## src/rtl/demux1x2_stream.sv

```systemverilog
// 1:2 stream demultiplexer: each word is steered by in_sel to one of two 2-entry FIFOs.
// Optional DEMUX_STATS_EN adds per-channel pop counters cnt1/cnt2.
module demux1x2_stream #(
    parameter int WIDTH = 32,
    parameter int DEPTH = 2
) (
    input  logic             clk,
    input  logic             rst_n,
    input  logic [WIDTH-1:0] in_data,
    input  logic             in_sel,
    input  logic             in_valid,
    output logic             in_ready,
    output logic [WIDTH-1:0] out1_data,
    output logic             out1_valid,
    input  logic             out1_ready,
    output logic [WIDTH-1:0] out2_data,
    output logic             out2_valid,
    input  logic             out2_ready
`ifdef DEMUX_STATS_EN
    ,
    output logic [15:0]      cnt1,
    output logic [15:0]      cnt2
`endif
);

    // Index 0 is channel 1 (out1), index 1 is channel 2 (out2).
    logic [WIDTH-1:0] mem   [2][DEPTH];
    logic [1:0]       count [2];
    logic [1:0]       wptr;
    logic [1:0]       rptr;
    logic [1:0]       full;
    logic [1:0]       push;
    logic [1:0]       pop;

    assign full[0] = (count[0] == 2'd2);
    assign full[1] = (count[1] == 2'd2);

    // Readiness ignores a same-cycle pop, so a full channel never passes a word through.
    assign in_ready = in_sel ? !full[1] : !full[0];

    assign push[0] = in_valid && in_ready && !in_sel;
    assign push[1] = in_valid && in_ready &&  in_sel;
    assign pop[0]  = out1_valid && out1_ready;
    assign pop[1]  = out2_valid && out2_ready;

    assign out1_valid = (count[0] != 2'd0);
    assign out2_valid = (count[1] != 2'd0);
    assign out1_data  = mem[0][rptr[0]];
    assign out2_data  = mem[1][rptr[1]];

    always_ff @(posedge clk or negedge rst_n) begin
        if (!rst_n) begin
            // NOTE: buffer entries are reset too, because the outputs read them directly and must be 0 in reset.
            for (int ch = 0; ch < 2; ch++) begin
                for (int i = 0; i < DEPTH; i++) begin
                    mem[ch][i] <= '0;
                end
                count[ch] <= 2'd0;
            end
            wptr <= 2'b00;
            rptr <= 2'b00;
        end else begin
            // NOTE: non-blocking assignments let every register see pre-edge values regardless of statement order.
            for (int ch = 0; ch < 2; ch++) begin
                if (push[ch]) begin
                    mem[ch][wptr[ch]] <= in_data;
                    wptr[ch]          <= ~wptr[ch];
                end
                if (pop[ch]) begin
                    rptr[ch] <= ~rptr[ch];
                end
                if (push[ch] && !pop[ch]) begin
                    count[ch] <= count[ch] + 2'd1;
                end else if (pop[ch] && !push[ch]) begin
                    count[ch] <= count[ch] - 2'd1;
                end
            end
        end
    end

`ifdef DEMUX_STATS_EN
    always_ff @(posedge clk or negedge rst_n) begin
        if (!rst_n) begin
            cnt1 <= 16'd0;
            cnt2 <= 16'd0;
        end else begin
            if (pop[0]) cnt1 <= cnt1 + 16'd1;
            if (pop[1]) cnt2 <= cnt2 + 16'd1;
        end
    end
`endif

endmodule

```

## config.mk

```make
export PLATFORM = sky130hd
export DESIGN_NAME = demux1x2_stream
export DESIGN_NICKNAME = d
export VERILOG_FILES = /design/src/rtl/demux1x2_stream.sv
export SDC_FILE = /design/constraint.sdc
export NUM_CORES = 1
export LEC_CHECK = 0
export CAP_MARGIN = 15
export CORE_UTILIZATION = 30
export CTS_BUF_LIST = sky130_fd_sc_hd__clkbuf_4 sky130_fd_sc_hd__clkbuf_8
export DETAILED_ROUTE_END_ITERATION = 7
export SYNTH_ARGS = -nofsm -noshare
export SYNTH_HDL_FRONTEND = slang
export SYNTH_SLANG_ARGS = --single-unit
```

## constraint.sdc

```tcl
create_clock -name clk -period 4.95 [get_ports clk]
set_input_delay 0.7425 -clock clk [delete_from_list [all_inputs] [get_ports clk]]
set_output_delay 0.7425 -clock clk [all_outputs]
set_load 0.005 [all_outputs]
```

==> qor.yml, run 1 <==
status: "completed"
slew_headroom_pct: 30.2
rsz0062_at_grt: "false"
synth_most_common_cell: "mux2_2"
place.gp.congestion: 0.716
yosys-top-cells-count: "mux2_2, dfrtp_1, buf_2"
ys_ff_latch: 136
synth_top_area_cell: "dfrtp_1"
nets: 525
met3_usage_pct: 4.00
synth_cell_type_count: 20
cts_num_sinks: 136
min_path_type: "in -> async"
port-buffer-count: 104
vias: 3429
cts_tree: "done"
register_area_um2: 3410
cp_max_fo: 33
cts_max_level: 4
yosys-top-cells-area: "dfrtp_1, mux2_2, mux2_1"
dr.first_iter.drc_count: 94
initial_core_util_pct: 31.0
dpl_worst_slack_ns: 1.68
die_area_um2: 20200
cts_resized: 0
crit_type: "reg -> out"
coreArea_um2: 19000
synth_area_um2: 5900
ys_warn_count: 0
die_w_um: 142
power_mw: 5.28
drt-total-wl_um: 12600
grt_start_max_net_pins: 98
ir_drop_v: 0.000302
syn-instance-count: 379
drv_cap: 0
slew_viol_final: 0
synth_top_area_share_pct: 57.6
cts_buffer_depth: 2
gr-total-overflow: 0
drc: 0
drive_above_1_share_pct: 46.3
num-fill-cells: 1840
synth-edff-count: 0
grt_pass1_wl_um: 20100
fmaxAchievable_ghz: 0.322
tightest_slew_ns: 1.04
die_h_um: 142
busiest_layer: "met2"
tns_ns: 0
dp_hpwl_um: 7860
clk_latency_ns: 0.43
hold_viol: 0
cts.clk_slew.worst_paths_ns: 0.08
fin_crit_sh_pct: 62.7
root_buffer: "clkbuf_8"
critPathCaptureType: "primary output"
post_cts_buffers: 0
power_leakage_nw: 3.14
grt_pass1_vias: 3743
async_flop_share_pct: 100
syn_to_final_growth_pct: 29.0
ant_nets: 0
postLayoutCoreUtil_pct: 40.1
synth_flop_cell: "dfrtp_1"
multi_input_area_um2: 2400
wl_per_cell_um: 16.6
fin_skew_ns: 0.0140
met2_usage_pct: 22.6
start_kind: "flop"
antenna_found_initial: 0
drt-pass1-iter-count: 3
period_minus_slack_ns: 3.10
fin_ws_ns: 1.85
critPathArrivalTime_ns: 2.36
track_usage_pct: 13.1
whs_ns: 0.397
holdBufCountCts: 0
syn_avg_cell_area_um2: 15.6
antenna_cells: 0
vias_per_cell: 4.53
synth_fp_nets: 419
rows: 50
cts_buffers: 17
gr-usage-met1_pct: 15.8
crit_required_ns: 4.21
setup_viol: 0
ys_seq_area_share_pct: 57.6
io_pins: 105
power_density_nw_per_um2: 693
-- cells in the final DEF (no fill, tap or decap) --
cell | netlist | routed
xor2_1 | 6 | 6
nor4b_4 | 0 | 1
inv_6 | 0 | 1
buf_6 | 3 | 1
dfrtp_2 | 0 | 2
ha_1 | 2 | 2
nor3_4 | 0 | 1
clkinv_2 | 0 | 5
nor2b_1 | 2 | 2
clkdlybuf4s50_1 | 0 | 103
nand2b_1 | 1 | 1
buf_4 | 0 | 4
mux2_1 | 5 | 5
nand4b_1 | 1 | 1
nand2_1 | 3 | 3
clkbuf_8 | 0 | 19
or3b_2 | 0 | 1
a21oi_1 | 1 | 1
clkinv_4 | 0 | 3
nor3b_1 | 1 | 1
mux2_2 | 187 | 187
bufinv_16 | 0 | 3
or2_2 | 2 | 2
nor2_1 | 4 | 4
dfrtp_1 | 136 | 134
xnor2_1 | 4 | 4
-- registers in the layout, summed over array words and instances (netlist names) --
name / flops
wptr: 2
mem: 128
count: 4
rptr: 2
-- per-stage QoR --
step	instances	area [um2]
after floorplan	379	5900
after detailed placement	726	7210
final	757	7620
after CTS	757	7620
after global placement	726	7210
after global routing	757	7620
-- critical path, cell delays in order, from the launching register on --
cell	delay, ns
dfrtp_2	1.03
mux2_2	0.43
clkdlybuf4s50_1	0.46
-- path summary, 6_finish.rpt --
path                                      start  cells past startpoint  slack, ns              endpoint
hold reg to reg             mem[36]$_DFFE_PN0P_                      1       0.49   mem[36]$_DFFE_PN0P_
setup reg to reg           count[2]$_DFFE_PN0P_                      4       2.55   mem[84]$_DFFE_PN0P_
hold / removal                            rst_n                      1       0.40  mem[101]$_DFFE_PN0P_
min in group clk            mem[36]$_DFFE_PN0P_                      1       0.49   mem[36]$_DFFE_PN0P_
max in group asynchronous                 rst_n                      2       3.41   mem[52]$_DFFE_PN0P_
setup / recovery            rptr[0]$_DFFE_PN0P_                      2       1.85         out1_data[12]
-- cells by family (layout without fill, tap and decap cells) --
kind of cell,count (synthesis),in the layout,share of synthesized area (%)
multiplexers,192,192,36.6
AO/OA/AOI/OAI,1,1,0.0847
XOR/XNOR,10,10,1.48
adder cells (fa/ha/maj),2,2,0.424
buffers and inverters,21,139,1.93
AND/OR/NAND/NOR,17,17,1.82
flip-flops,136,136,57.6
-- layer usage --
| metal | share of wire, % | up-vias |
|---|---|---|
| li1 | - | 1566 |
| met1 | 44 | 1786 |
| met2 | 51 | 70 |
| met3 | 4.1 | 7 |
| met4 | 0.89 | 0 |
| met5 | 0 | - |
-- cell type report --
cell class | count | share of cell area, %
clock inverter | 12 | 1.97
timing repair buffer | 108 | 14.1
sequential | 136 | 44.7
tap | 260 | 4.27
multi-input combinational | 222 | 31.5
clock buffer | 19 | 3.43
-- power breakdown --
part	internal (mW)	leakage [nW]	switching [mW]
Combinational	1.58	1.31	0.665
Sequential	1.68	1.61	0.404
Clock	0.522	0.215	0.432
(Power assumes the default switching activity.)
==> run 2: changes to the inputs <==
Clock period 4.95 ns to 2.7 ns, I/O delays scaled along.
==> qor.yml, run 2 (synthesis results as in run 1) <==
tightest_slew_ns: 0.633
rsz0062_at_grt: "false"
largest_reg_flops: 128
whs_ns: 0.487
fin_crit_sh_pct: 87.4
fin_ws_ns: 0.339
cts_max_level: 4
die_area_um2: 20200
mostFrequentLayoutCell: "mux2_2"
grt_start_max_net_pins: 69
grt_pass1_wl_um: 20100
hold_viol: 0
setup_viol: 0
period_minus_slack_ns: 2.36
grt_pass1_vias: 3760
hold_depth: 1
finalNonFillerCells: 764
die_w_um: 142
num-fill-cells: 1794
drt-pass1-iter-count: 4
wl_per_cell_um: 16.2
topRoutingLayerUsed: "met4"
fin_skew_ns: 0.0168
cts_buffers: 17
antenna_found_initial: 0
met2_wirelength_um: 6200
final_cell_mix: "mux2_2, dfrtp_1, clkdlybuf4s50_1"
drt-total-wl_um: 12400
regMostFlops: "mem"
power_leakage_nw: 3.18
cts_resized: 0
slew_viol_final: 0
drive_above_1_share_pct: 46.8
crit_required_ns: 2.30
start_kind: "flop"
met1_length_um: 5500
critPathCaptureType: "primary output"
status: "completed"
final_area_um2: 7730
ant_nets: 0
place.gp.congestion: 0.716
initial_core_util_pct: 31.0
place_area_um2: 7320
crit_type: "reg -> out"
die_h_um: 142
tns_ns: 0
rows: 50
ir_drop_v: 0.000511
track_usage_pct: 13.2
min_path_type: "reg -> reg"
clk_latency_ns: 0.45
io_pins: 105
dp_hpwl_um: 7970
dr.first_iter.drc_count: 49
met3_length_um: 493
cp_max_fo: 18
cts.clk_slew.worst_paths_ns: 0.08
reg2regPathDepth: 5
drv_cap: 0
slew_headroom_pct: 57.8
gr-total-overflow: 0
cts_num_sinks: 136
holdBufCountCts: 1
biggestRegsByFlops: "mem: 128 flops, count: 4 flops"
fmaxAchievable_ghz: 0.424
nets: 531
power_density_nw_per_um2: 1260
coreArea_um2: 19000
antenna_cells: 0
critPathArrivalTime_ns: 1.96
root_buffer: "clkbuf_8"
vias: 3444
drc: 0
cts_tree: "done"
post_cts_buffers: 0
dp.cells: 731
vias_per_cell: 4.51
port-buffer-count: 104
syn_to_final_growth_pct: 31.0
dpl_worst_slack_ns: 0.358
cts_buffer_depth: 2
## run 2: layer usage
| metal | GRT usage [%] | vias up |
|---|---|---|
| li1 | - | 1583 |
| met1 | 16.3 | 1774 |
| met2 | 21.9 | 75 |
| met3 | 3.53 | 12 |
| met4 | 5.21 | 0 |
| met5 | 0 | - |
## run 2: path summary, 6_finish.rpt
| kind | startpoint | slack, ns | end |
|---|---|---|---|
| setup / recovery | rptr[0]$_DFFE_PN0P_ | 0.34 | out1_data[23] |
| setup reg to reg | count[3]$_DFFE_PN0P_ | 0.92 | count[3]$_DFFE_PN0P_ |
| min in group asynchronous | rst_n | 0.53 | mem[37]$_DFFE_PN0P_ |
| max in group asynchronous | rst_n | 1.39 | wptr[0]$_DFFE_PN0P_ |
| hold reg to reg | count[1]$_DFFE_PN0P_ | 0.49 | count[1]$_DFFE_PN0P_ |
| hold / removal | count[1]$_DFFE_PN0P_ | 0.49 | count[1]$_DFFE_PN0P_ |
## run 2: cell type report
type                    count  area, um2  share of cell area, %
flip-flops and latches    136       3410                   44.0
multi-input cells         222       2400                   31.1
repair buffers            114       1190                   15.5
well taps                 260        325                   4.21
clock buffers              21        283                   3.66
clock inverters            11        121                   1.57
## run 2: critical path, stage by stage (launching register included)
cell and delay [ns]:
dfrtp_2 0.36, buf_4 0.30, mux2_2 0.39, clkdlybuf4s50_1 0.45
## run 2: through the flow
step | utilization [%] | power [mW]
3_5_place_dp | 38.5 | 8.12
6_report | 40.7 | 9.71
2_1_floorplan | - | 5.87
5_1_grt | 40.7 | 10.4
3_3_place_gp | 38.5 | 7.98
4_1_cts | 40.7 | 9.89
## run 2: where the power goes
| group | internal [mW] | switching [mW] |
|---|---|---|
| Combinational | 2.98 | 1.45 |
| Clock | 0.903 | 0.799 |
| Sequential | 3.08 | 0.499 |
==> run 3: changes to the inputs <==
Settings changed: DONT_BUFFER_PORTS set to 1.
==> qor.yml, run 3 (synthesis results as in run 1) <==
status: "finished, violations left"
violations: "hold timing"
track_usage_pct: 12.8
slew_viol_final: 0
syn_to_final_growth_pct: 11.8
initial_core_util_pct: 31.0
wl_per_cell_um: 18.5
num-fill-cells: 1868
worstPathCellList: "buf_12 > mux2_2"
drive_above_1_share_pct: 58.6
fin_crit_sh_pct: 78.7
slew_headroom_pct: 63.4
dr.first_iter.drc_count: 119
antenna_found_initial: 0
critPathCaptureType: "primary output"
period_minus_slack_ns: 2.13
cts_max_level: 4
final_area_um2: 6600
critPathArrivalTime_ns: 1.72
setup_viol: 0
grt_pass1_wl_um: 19100
cpPeakStageDelay_ns: 0.66
crit_buf_inv: 1
regMostFlops: "mem"
cts_tree: "done"
clk_latency_ns: 0.44
nets: 424
drt-total-wl_um: 12100
largest_reg_flops: 128
rows: 50
dp_hpwl_um: 7610
die_h_um: 142
vias_per_cell: 4.68
cts_num_sinks: 136
fmaxAchievable_ghz: 0.471
antenna_cells: 0
slowest_stage: "dfrtp_2"
mostFrequentLayoutCell: "mux2_2"
drv_cap: 0
final_cell_mix: "mux2_2, dfrtp_1, clkbuf_8"
min_path_type: "in -> async"
start_kind: "flop"
die_area_um2: 20200
crit_type: "reg -> out"
gr-total-overflow: 0
die_w_um: 142
cts.clk_slew.worst_paths_ns: 0.07
cts_buffers: 17
rsz0062_at_grt: "false"
vias: 3069
ir_drop_v: 0.000602
tightest_slew_ns: 0.549
place.gp.congestion: 0.718
ant_nets: 0
whs_ns: -0.338
place_area_um2: 6210
port-buffer-count: 0
tns_ns: 0
grt_pass1_vias: 3493
cts_buffer_depth: 2
hold_viol: 136
root_buffer: "clkbuf_8"
crit_required_ns: 2.30
grt_start_max_net_pins: 137
drt-pass1-iter-count: 4
path_delay_family: "flip-flops"
coreArea_um2: 19000
cp_max_fo: 18
power_leakage_nw: 2.73
fin_skew_ns: 0.0137
drc: 0
io_pins: 105
post_cts_buffers: 0
biggestRegsByFlops: "mem: 128 flops, count: 4 flops"
power_density_nw_per_um2: 1230
==> run 3: changes by cell type in the layout (fill, tap and decap cells not counted), sizes merged <==
cell           delta
clkdlybuf4s50   -103
clkinv            -5
clkbuf            +4
buf               -3
clkinvlp          +2
bufinv            -1
dlygate4sd3       -1
inv               -1
==> run 3: final cells by class <==
type	instances	area, um2	area share, %
Sequential cell	136	3410	51.6
Multi-Input combinational cell	222	2400	36.4
Clock buffer	25	325	4.93
Tap cell	260	325	4.93
Timing Repair Buffer	7	77.6	1.18
Clock inverter	6	65.1	0.986
==> run 3: timing repair <==
action	in CTS	in global routing
setup endpoints to repair	0	0
gates resized for setup	0	0
endpoints found under the hold margin	136	136
==> run 3: through the flow <==
stage | setup WS [ns] | hold WS (ns) | std cells | power [mW] | util (%)
after detailed placement | 0.797 | 0.112 | 625 | 6.61 | 32.7
after floorplan | 1.05 | 0.109 | 379 | 5.87 | -
after global routing | 0.449 | -0.393 | 656 | 8.71 | 34.7
after CTS | 0.501 | -0.383 | 656 | 8.31 | 34.7
final | 0.575 | -0.338 | 656 | 8.15 | 34.7
after global placement | 0.865 | 0.112 | 625 | 6.44 | 32.7
==> run 3: routing by layer <==
layer	share of wire, %	vias up	GRT usage [%]
met3	6.7	10	5.22
met4	0.88	0	4.58
met5	0	-	0
met1	40	1625	13.7
li1	-	1349	-
met2	52	85	22.5
==> run 3: worst paths after layout <==
check	startpoint	to	slack, ns	cells after the start
min	rst_n	mem[101]$_DFFE_PN0P_	-0.34	0
min in group clk	in_data[1]	mem[1]$_DFFE_PN0P_	0.10	1
max in group asynchronous	rst_n	rptr[1]$_DFFE_PN0P_	2.80	0
max reg2reg	count[0]$_DFFE_PN0P_	mem[24]$_DFFE_PN0P_	0.79	4
min reg2reg	mem[37]$_DFFE_PN0P_	mem[37]$_DFFE_PN0P_	0.49	1
max	rptr[1]$_DFFE_PN0P_	out2_data[0]	0.57	2
==> run 3: power breakdown <==
| group | switching, mW | total, mW | internal [mW] | leakage, nW |
|---|---|---|---|---|
| logic | 1.12 | 2.82 | 1.71 | 0.928 |
| clock network | 0.768 | 1.64 | 0.876 | 0.191 |
| registers | 0.598 | 3.68 | 3.08 | 1.61 |
| total | 2.48 | 8.15 | 5.67 | 2.73 |
